==> src/rtl/cipher_dma_master_if.sv <==
// AHB-lite style initiator/target signal bundle used between the cipher DMA
// master and the system bus (single NONSEQ word transfers only).
interface cipher_dma_master_if;
    logic        HBUSREQ;
    logic        HGRANT;
    logic [31:0] HADDR;
    logic [1:0]  HTRANS;
    logic        HWRITE;
    logic [2:0]  HSIZE;
    logic [31:0] HWDATA;
    logic [31:0] HRDATA;
    logic        HREADY;
    logic [1:0]  HRESP;

    modport master (
        output HBUSREQ, HADDR, HTRANS, HWRITE, HSIZE, HWDATA,
        input  HGRANT, HRDATA, HREADY, HRESP
    );

    modport slave (
        input  HBUSREQ, HADDR, HTRANS, HWRITE, HSIZE, HWDATA,
        output HGRANT, HRDATA, HREADY, HRESP
    );
endinterface

==> src/rtl/cipher_dma_master.sv <==
// Bus master for the encryption engine: reads plaintext words, XORs them with a
// 64-bit LFSR keystream and writes the ciphertext back, one word at a time.
//
// state | meaning
// IDLE  | waiting for a start_encrypt[0] rising edge
// REQ   | bus requested, waiting for grant with HREADY (also re-arbitration after RETRY/SPLIT)
// RD_A  | read address phase for word i
// RD_D  | read data phase, waiting for HREADY
// WR_A  | write address phase for word i
// WR_D  | write data phase, HWDATA held, waiting for HREADY
// FIN   | done pulse, bus released
module cipher_dma_master #(
    parameter logic [31:0] MAX_WORDS = 32'hFFFF_FFFF
) (
    input  logic                       HCLK,
    input  logic                       HRESET,
    input  logic [31:0]                start_encrypt,
    input  logic [31:0]                plain_addr,
    input  logic [31:0]                frame_size,
    input  logic [31:0]                cipher_addr,
    input  logic [31:0]                seed_lsw,
    input  logic [31:0]                seed_msw,
    output logic                       done,
    output logic                       busy,
    output logic                       error,
    cipher_dma_master_if.master        bus
);

    typedef enum logic [2:0] {
        ST_IDLE,
        ST_REQ,
        ST_RD_A,
        ST_RD_D,
        ST_WR_A,
        ST_WR_D,
        ST_FIN
    } state_t;

    localparam logic [1:0] HT_IDLE   = 2'b00;
    localparam logic [1:0] HT_NONSEQ = 2'b10;
    localparam logic [1:0] RESP_OK   = 2'b00;
    localparam logic [1:0] RESP_ERR  = 2'b01;

    state_t      state;
    logic        start_q;
    logic [31:0] plain_base;
    logic [31:0] cipher_base;
    logic [31:0] count;
    logic [31:0] idx;
    logic [63:0] lfsr;
    logic        wr_pend;

    logic        hbusreq;
    logic [31:0] haddr;
    logic [1:0]  htrans;
    logic        hwrite;
    logic [31:0] hwdata;

    logic        start_edge;
    logic [32:0] clamp_diff;
    logic [31:0] size_clamped;
    logic [63:0] seed;
    logic [63:0] lfsr_next;
    logic [31:0] idx_next;
    logic [31:0] rd_addr;
    logic [31:0] wr_addr;
    logic [31:0] rd_addr_next;
    logic        unused_bits;

    assign start_edge   = start_encrypt[0] & ~start_q;
    // Borrow out of MAX_WORDS - frame_size means the request exceeds the clamp.
    assign clamp_diff   = {1'b0, MAX_WORDS} - {1'b0, frame_size};
    assign size_clamped = clamp_diff[32] ? MAX_WORDS : frame_size;
    assign seed         = {seed_msw, seed_lsw};
    assign lfsr_next    = {lfsr[62:0], lfsr[63] ^ lfsr[62] ^ lfsr[60] ^ lfsr[59]};
    assign idx_next     = idx + 32'd1;
    assign rd_addr      = plain_base + {idx[29:0], 2'b00};
    assign wr_addr      = cipher_base + {idx[29:0], 2'b00};
    assign rd_addr_next = plain_base + {idx_next[29:0], 2'b00};
    assign unused_bits  = ^{start_encrypt[31:1], plain_addr[1:0], cipher_addr[1:0]};

    assign bus.HBUSREQ = hbusreq;
    assign bus.HADDR   = haddr;
    assign bus.HTRANS  = htrans;
    assign bus.HWRITE  = hwrite;
    assign bus.HSIZE   = 3'b010;
    assign bus.HWDATA  = hwdata;

    always_ff @(posedge HCLK) begin
        if (HRESET) begin
            state       <= ST_IDLE;
            start_q     <= 1'b0;
            plain_base  <= 32'd0;
            cipher_base <= 32'd0;
            count       <= 32'd0;
            idx         <= 32'd0;
            lfsr        <= 64'd0;
            wr_pend     <= 1'b0;
            done        <= 1'b0;
            busy        <= 1'b0;
            error       <= 1'b0;
            hbusreq     <= 1'b0;
            haddr       <= 32'd0;
            htrans      <= HT_IDLE;
            hwrite      <= 1'b0;
            hwdata      <= 32'd0;
        end else begin
            start_q <= start_encrypt[0];
            done    <= 1'b0;
            unique case (state)
                ST_IDLE: begin
                    busy <= 1'b0;
                    if (start_edge) begin
                        plain_base  <= {plain_addr[31:2], 2'b00};
                        cipher_base <= {cipher_addr[31:2], 2'b00};
                        count       <= size_clamped;
                        lfsr        <= (seed == 64'd0) ? 64'd1 : seed;
                        idx         <= 32'd0;
                        wr_pend     <= 1'b0;
                        error       <= 1'b0;
                        busy        <= 1'b1;
                        if (size_clamped == 32'd0) begin
                            state <= ST_FIN;
                        end else begin
                            hbusreq <= 1'b1;
                            state   <= ST_REQ;
                        end
                    end
                end
                ST_REQ: begin
                    if (bus.HGRANT && bus.HREADY) begin
                        htrans <= HT_NONSEQ;
                        hwrite <= wr_pend;
                        haddr  <= wr_pend ? wr_addr : rd_addr;
                        state  <= wr_pend ? ST_WR_A : ST_RD_A;
                    end
                end
                ST_RD_A, ST_WR_A: begin
                    if (!bus.HGRANT) begin
                        // Grant lost during the address phase: re-arbitrate and redo it.
                        htrans  <= HT_IDLE;
                        wr_pend <= (state == ST_WR_A);
                        state   <= ST_REQ;
                    end else if (bus.HREADY) begin
                        htrans <= HT_IDLE;
                        state  <= (state == ST_RD_A) ? ST_RD_D : ST_WR_D;
                    end
                end
                ST_RD_D: begin
                    if (bus.HREADY) begin
                        case (bus.HRESP)
                            RESP_OK: begin
                                hwdata <= bus.HRDATA ^ lfsr[31:0];
                                haddr  <= wr_addr;
                                htrans <= HT_NONSEQ;
                                hwrite <= 1'b1;
                                state  <= ST_WR_A;
                            end
                            RESP_ERR: begin
                                error   <= 1'b1;
                                hbusreq <= 1'b0;
                                state   <= ST_FIN;
                            end
                            default: begin
                                wr_pend <= 1'b0;
                                state   <= ST_REQ;
                            end
                        endcase
                    end
                end
                ST_WR_D: begin
                    if (bus.HREADY) begin
                        case (bus.HRESP)
                            RESP_OK: begin
                                lfsr <= lfsr_next;
                                idx  <= idx_next;
                                if (idx_next == count) begin
                                    hbusreq <= 1'b0;
                                    hwrite  <= 1'b0;
                                    state   <= ST_FIN;
                                end else if (bus.HGRANT) begin
                                    haddr  <= rd_addr_next;
                                    htrans <= HT_NONSEQ;
                                    hwrite <= 1'b0;
                                    state  <= ST_RD_A;
                                end else begin
                                    wr_pend <= 1'b0;
                                    hwrite  <= 1'b0;
                                    state   <= ST_REQ;
                                end
                            end
                            RESP_ERR: begin
                                error   <= 1'b1;
                                hbusreq <= 1'b0;
                                state   <= ST_FIN;
                            end
                            default: begin
                                // hwdata is left untouched so the retried write carries identical data.
                                wr_pend <= 1'b1;
                                state   <= ST_REQ;
                            end
                        endcase
                    end
                end
                ST_FIN: begin
                    done    <= 1'b1;
                    hbusreq <= 1'b0;
                    htrans  <= HT_IDLE;
                    state   <= ST_IDLE;
                end
                default: state <= ST_IDLE;
            endcase
        end
    end

endmodule

==> src/flat_wrapper.sv <==
// flat-port wrapper written by rule: the top's interface ports become plain ports
module cipher_dma_master_flat 
#(
    parameter logic [31:0] MAX_WORDS = 32'hFFFF_FFFF
)
  (HCLK, HRESET, start_encrypt, plain_addr, frame_size, cipher_addr, seed_lsw, seed_msw, done, busy, error, bus_HBUSREQ, bus_HADDR, bus_HTRANS, bus_HWRITE, bus_HSIZE, bus_HWDATA, bus_HGRANT, bus_HRDATA, bus_HREADY, bus_HRESP);
  cipher_dma_master_if bus_i ();
  input  logic HCLK;
  input  logic HRESET;
  input  logic [31:0] start_encrypt;
  input  logic [31:0] plain_addr;
  input  logic [31:0] frame_size;
  input  logic [31:0] cipher_addr;
  input  logic [31:0] seed_lsw;
  input  logic [31:0] seed_msw;
  output logic done;
  output logic busy;
  output logic error;
  output wire logic [$bits(bus_i.HBUSREQ)-1:0] bus_HBUSREQ;
  output wire logic [$bits(bus_i.HADDR)-1:0] bus_HADDR;
  output wire logic [$bits(bus_i.HTRANS)-1:0] bus_HTRANS;
  output wire logic [$bits(bus_i.HWRITE)-1:0] bus_HWRITE;
  output wire logic [$bits(bus_i.HSIZE)-1:0] bus_HSIZE;
  output wire logic [$bits(bus_i.HWDATA)-1:0] bus_HWDATA;
  input wire logic [$bits(bus_i.HGRANT)-1:0] bus_HGRANT;
  input wire logic [$bits(bus_i.HRDATA)-1:0] bus_HRDATA;
  input wire logic [$bits(bus_i.HREADY)-1:0] bus_HREADY;
  input wire logic [$bits(bus_i.HRESP)-1:0] bus_HRESP;
  assign bus_HBUSREQ = bus_i.HBUSREQ;
  assign bus_HADDR = bus_i.HADDR;
  assign bus_HTRANS = bus_i.HTRANS;
  assign bus_HWRITE = bus_i.HWRITE;
  assign bus_HSIZE = bus_i.HSIZE;
  assign bus_HWDATA = bus_i.HWDATA;
  assign bus_i.HGRANT = bus_HGRANT;
  assign bus_i.HRDATA = bus_HRDATA;
  assign bus_i.HREADY = bus_HREADY;
  assign bus_i.HRESP = bus_HRESP;
  cipher_dma_master #(.MAX_WORDS(MAX_WORDS)) u_core (.HCLK(HCLK), .HRESET(HRESET), .start_encrypt(start_encrypt), .plain_addr(plain_addr), .frame_size(frame_size), .cipher_addr(cipher_addr), .seed_lsw(seed_lsw), .seed_msw(seed_msw), .done(done), .busy(busy), .error(error), .bus(bus_i));
endmodule
==> config.mk <==
export PLATFORM = sky130hd
export DESIGN_NAME = cipher_dma_master_flat
export DESIGN_NICKNAME = d
export VERILOG_FILES = /design/src/rtl/cipher_dma_master_if.sv /design/src/rtl/cipher_dma_master.sv /design/src/flat_wrapper.sv
export SDC_FILE = /design/constraint.sdc
export NUM_CORES = 1
export LEC_CHECK = 0
export CORE_MARGIN = 2
export CORE_UTILIZATION = 49
export DETAILED_ROUTE_END_ITERATION = 8
export GPL_TIMING_DRIVEN = 0
export HOLD_SLACK_MARGIN = 0.05
export PLACE_DENSITY = 0.76
export SLEW_MARGIN = 0
export SYNTH_ARGS = -nofsm -noshare
export SYNTH_HDL_FRONTEND = slang
export SYNTH_SLANG_ARGS = --single-unit
==> constraint.sdc <==
create_clock -name HCLK -period 3.6 [get_ports HCLK]
set_input_delay 0.54 -clock HCLK [delete_from_list [all_inputs] [get_ports HCLK]]
set_output_delay 0.54 -clock HCLK [all_outputs]
set_load 0.005 [all_outputs]
* Word-level counts from Yosys, hierarchy flattened
Index checks and enable logic that the tools add are counted.
Storage, ports and cells: register bits after elaboration 264, input bits 230, output and inout bits 74, logic and storage cells 150
Operators by class: add/subtract/negate cells 5, equal/unequal tests 28, mux-type cells 71, bitwise logic cells 6, reductions and logical operators 24
Operators with widths (number):
- 32-bit 2-to-1 mux | 12
- 64-bit 2-to-1 mux | 4
- 64-bit case mux with 2 select lines | 1
- 32-bit adder | 3
- 32-bit case mux with 3 select lines | 1
- 64-bit logical NOT | 1
- 32-bit case mux with 2 select lines | 1
- 32-bit by 32-bit subtractor with 33-bit output (first input constant) | 1
- 32-bit by 1-bit adder with 32-bit output (second input constant) | 1
- 32-bit == test | 1
- 32-bit logical NOT | 1
- 32-bit bitwise XOR | 1
- 3-bit 2-to-1 mux | 10
- 1-bit 2-to-1 mux | 22
- 2-bit 2-to-1 mux | 10
- 9-bit AND reduction | 2
- 2-bit inequality test (second input constant) | 8
- 8-bit AND reduction | 2
- 3-bit case mux with 5 select lines | 1
- 2-bit by 1-bit inequality test with 1-bit output (second input constant) | 7
- 3-bit case mux with 2 select lines | 2
- 2-bit case mux with 5 select lines | 1
- 3-bit == test (second input constant) | 3
- 3-bit inequality test (second input constant) | 3
- 24 further kinds | 35

* Logic depth before layout (Yosys ltp)
word-level depth 7, depth in mapped cells 18, gate-level depth less buffers 15

* Worst setup path after synthesis
No wires, ideal clock.
path type register -> register, from reg u_core.idx[7], to reg u_core.haddr[31] (netlist: u_core.bus.HADDR[31]), library setup time 134 ps, arrival 3424 ps, required time 3466 ps, setup slack 41 ps, stages on the path, launching flop included 17, path buffers 2, period minus slack after synthesis 3559 ps, path through dfxtp_1 -> buf_2 -> nand4_2 -> or4_1 -> buf_2 -> nor2_2 -> xnor2_1 -> ha_1 -> nand2_1 -> o21ai_0 -> and2_1 -> a31oi_1 -> a211oi_1 -> o41ai_1 -> xnor2_1 -> a221oi_1 -> a211oi_1
Between the ends: word-level cells in the longest chain between the ends 7, elaborated cells on any way between the ends 16, classes of those cells add/sub (4); eq/ne (2); mux (9); reduce/logical (1)
Ends and longest elaborated chain:
- start, declared | line cipher_dma_master.sv:49 | logic [31:0] idx;
- start signal, assigned | line cipher_dma_master.sv:176 | idx <= idx_next;
- 32-bit by 1-bit adder with 32-bit output | line cipher_dma_master.sv:76 | assign idx_next = idx + 32'd1;
- 32-bit adder | line cipher_dma_master.sv:79 | assign rd_addr_next = plain_base + {idx_next[29:0], 2'b00};
- 32-bit 2-to-1 mux | line cipher_dma_master.sv:181 | end else if (bus.HGRANT) begin
- 32-bit 2-to-1 mux | line cipher_dma_master.sv:177 | if (idx_next == count) begin
- 32-bit 2-to-1 mux | line cipher_dma_master.sv:173 | case (bus.HRESP)
- 32-bit 2-to-1 mux | line cipher_dma_master.sv:172 | if (bus.HREADY) begin
- 32-bit case mux with 3 select lines | line cipher_dma_master.sv:110 | unique case (state)
- end signal, assigned | line cipher_dma_master.sv:134 | haddr <= wr_pend ? wr_addr : rd_addr;
- end signal, assigned | line cipher_dma_master.sv:154 | haddr <= wr_addr;
- end signal, assigned | line cipher_dma_master.sv:182 | haddr <= rd_addr_next;
- end, declared | line cipher_dma_master.sv:54 | logic [31:0] haddr;
Parallel ways exist; a longest one is shown, timed or not. The select of a mux whose other input is x is not followed. A chain may end at the register's enable or synchronous reset.

* Final worst setup path
from reg u_core.idx[0], to reg u_core.haddr[30] (netlist: u_core.bus.HADDR[30])
The elaborated chain is that of the path after synthesis.

==> metrics <==
status finished with violations; failing checks negative setup slack; clock slew at reported path FFs 0.06 ns; Clock power frac 0.298; Nets 2946; CTS Hold Bufs 0; leak pwr 8.746 nW; Root Buffer clkbuf_16; num rows 68; max incr delay on CP 0.64 ns; global-route wire length before repair 104800 µm; WL met1 30630 µm; synthesized area 16990 µm²; CP endpoint kind register; yosys warns 0; clock skew after layout 0.01663 ns; top layer in use met5; largest net degree at the start of global routing 15; metal2 WL 31390 µm; most frequent cells after synthesis 420 x nand2_1, 261 x dfxtp_1, 208 x a21oi_1; I/O pin cnt 304; CTS Buf Count 30; Switching Share 0.3874; final worst path period need 3.740 ns; Critical path buffers and inverters 2; DR vias/cell 6.235; Critical Path RT 4.07 ns; setup_tns -0.4214 ns; most common cell in the synthesized netlist nand2_1; total power of the final layout 10.46 mW; RSZ-0062 raised after global routing yes; fin area 22940 µm²; via count 19328; PortBufs 257; critical path fanouts, max 6; Reg area 5291 µm²; FFs w/ async S/R, synth 0; Synth cell types 88; normalized max-slew margin 0.1881; DR pass1 iterations 6; Synth Flop Type dfxtp_1; Int Pwr 6.409 mW; CP Class register to register; Psw 4.053 mW; Routed wire per std cell 23.05 µm; CTS tree yes; flop-to-flop setup slack -0.14 ns; H-tree depth 1; Diodes inserted 0; Core Area 34370 µm²; die width 190.2 µm; Multi-input gate area 11940 µm²; Syn Area/Cell 7.519 µm²; Synth top area share 0.3076; GRT Util Overall 0.3769; fin worst setup slack -0.1397 ns; remaining antenna violation count 0; CTS Sinks 261; EDFF count, synth 0; Fillers 3008; worst IR drop on VDD 0.4701 mV; Worst Hold Class primary input to register; cells after synthesis 2259; Data arrival, critical path 4.21 ns; Hold Vio Cnt, Final 0; latest clock arrival within the worst-skew pair 0.58 ns; Seq/Total Area, Yosys 0.3076; area delta synth->final 35.03%; endpoints failing setup 8; Flop pwr share 0.340; DP HPWL 54370 µm; worst-path cell chain buf_2 -> ha_1 -> fa_2 -> a211oi_4 -> o21ai_2 -> a211oi_2 -> buf_4 -> nor3_1 -> o21ai_1 -> o22ai_2 -> or4b_2 -> a21oi_2 -> a221oi_1 -> a311oi_2; initial core utilization 0.4941; register bit total from synthesis 261; RD Place Congestion 0.9742; initial antenna violation count 3; worst slew pin tran 1.218 ns; DIE HEIGHT 190.2 µm; Power Dens Cells 456.1 nW/µm²; Synth area leader dfxtp_1; Worst path top cell family by delay compound AO/OA/AOI/OAI gates; CP max stage cell or4b_2; final worst-path cycle share 1.039; max cap viols 0; 1st-iter DRT viols 1850; total wire length 71460 µm; fin. max-slew vios 0; Logic pwr share 0.362; vias in the first global route 17907; die area 36170 µm²; startpoint types register; drc violations 0; WL met3 6213 µm; Placed Area 20160 µm²; fmax 267.4 MHz; layout cell share with drive strength beyond 1 0.1308; Clock Path Buffers 3; total gr overflow 0; synth top area cells dfxtp_1 31%, nand2_1 9.3%, ha_1 6.6%
-- cells by family (layout without fill, tap and decap cells) --
kind of cell,after synthesis,after routing,synth area share
AND/OR/NAND/NOR,933,933,0.2565
flip-flops,261,261,0.3076
AO/OA/AOI/OAI,635,635,0.2406
buffers and inverters,188,570,0.04707
other,2,6,0.0004422
XOR/XNOR,141,141,0.07433
multiplexers,7,7,0.004346
adder cells (fa/ha/maj),92,92,0.06910
-- worst min-delay path: stages --
cell,delay (ns)
clkbuf_1,0.21
nand4_1,0.15
a21oi_1,0.07
-- stage by stage --
stage	hold WS, ns	util	setup slack, ns	cells
2_1_floorplan	0.4368	-	0.04144	2263
5_1_grt	0.4696	0.6673	-0.2316	3100
3_3_place_gp	0.4416	0.5860	-1.237	2975
6_report	0.4483	0.6673	-0.1397	3100
3_5_place_dp	0.4503	0.5864	-1.246	2976
4_1_cts	0.4052	0.6467	-0.002212	3074
-- flip-flops by register name, indices dropped and copies added, names as in the netlist --
| signal | cells |
|---|---|
| u_core.lfsr | 64 |
| u_core.bus.HTRANS | 1 |
| u_core.error | 1 |
| u_core.wr_pend | 1 |
| u_core.done | 1 |
| u_core.state | 3 |
| u_core.count | 32 |
| u_core.bus.HWDATA | 32 |
| u_core.idx | 32 |
| u_core.busy | 1 |
| u_core.bus.HWRITE | 1 |
| u_core.cipher_base | 30 |
| u_core.plain_base | 30 |
| u_core.start_q | 1 |
| u_core.bus.HADDR | 30 |
| u_core.bus.HBUSREQ | 1 |
-- layout make-up --
cell class                      instances  area share
Multi-Input combinational cell       1814      0.5207
Sequential cell                       261      0.2307
Timing Repair Buffer                  330      0.1385
Clock buffer                           40     0.03748
Buffer                                148     0.03546
Tap cell                              455     0.02482
Inverter                               39    0.006383
Clock inverter                         13    0.006001
-- layout by cell type (no fill, tap or decap), types with 77 or more instances in the layout --
master / netlist / layout
nor2_1: 163 / 157
nand2_1: 420 / 410
a31oi_1: 79 / 77
dfxtp_1: 261 / 238
xnor2_1: 103 / 86
clkbuf_1: 111 / 103
nand3_1: 94 / 85
ha_1: 89 / 77
buf_4: 9 / 78
clkdlybuf4s50_1: 0 / 257
a21oi_1: 208 / 198
-- per-layer routing --
layer,vias to the layer above,track usage
met1,9207,0.5156
met2,999,0.5869
met5,-,0
met4,2,0.1527
met3,202,0.06678
li1,8918,-
-- path summary, 6_finish.rpt --
kind                               start                      to  cells after the start
setup / recovery           u_core.idx[0]    u_core.bus.HADDR[30]                     14
hold reg to reg   u_core.cipher_base[18]  u_core.cipher_base[18]                      2
hold / removal              bus_HRESP[0]            u_core.error                      3
setup reg to reg           u_core.idx[0]    u_core.bus.HADDR[30]                     14
-- power groups by stage --
| stage | sequential [mW] | combinational [mW] | clock, mW |
|---|---|---|---|
| global placement | 3.60 | 3.44 | 0 |
| global route | 3.59 | 4.04 | 3.25 |
| detailed placement | 3.61 | 3.49 | 0 |
| finish | 3.55 | 3.79 | 3.12 |
| floorplan | 3.51 | 2.11 | 0 |
| CTS | 3.54 | 3.58 | 3.14 |
-- repair_timing --
action | in CTS | in global routing
endpoints found under the hold margin | 0 | 0
buffers inserted | 44 | 26
pin swaps | 45 | 70
gates cloned | 1 | 1
gates resized for setup | 170 | 126
endpoints found under the setup margin | 50 | 85
(Power assumes the default switching activity.)
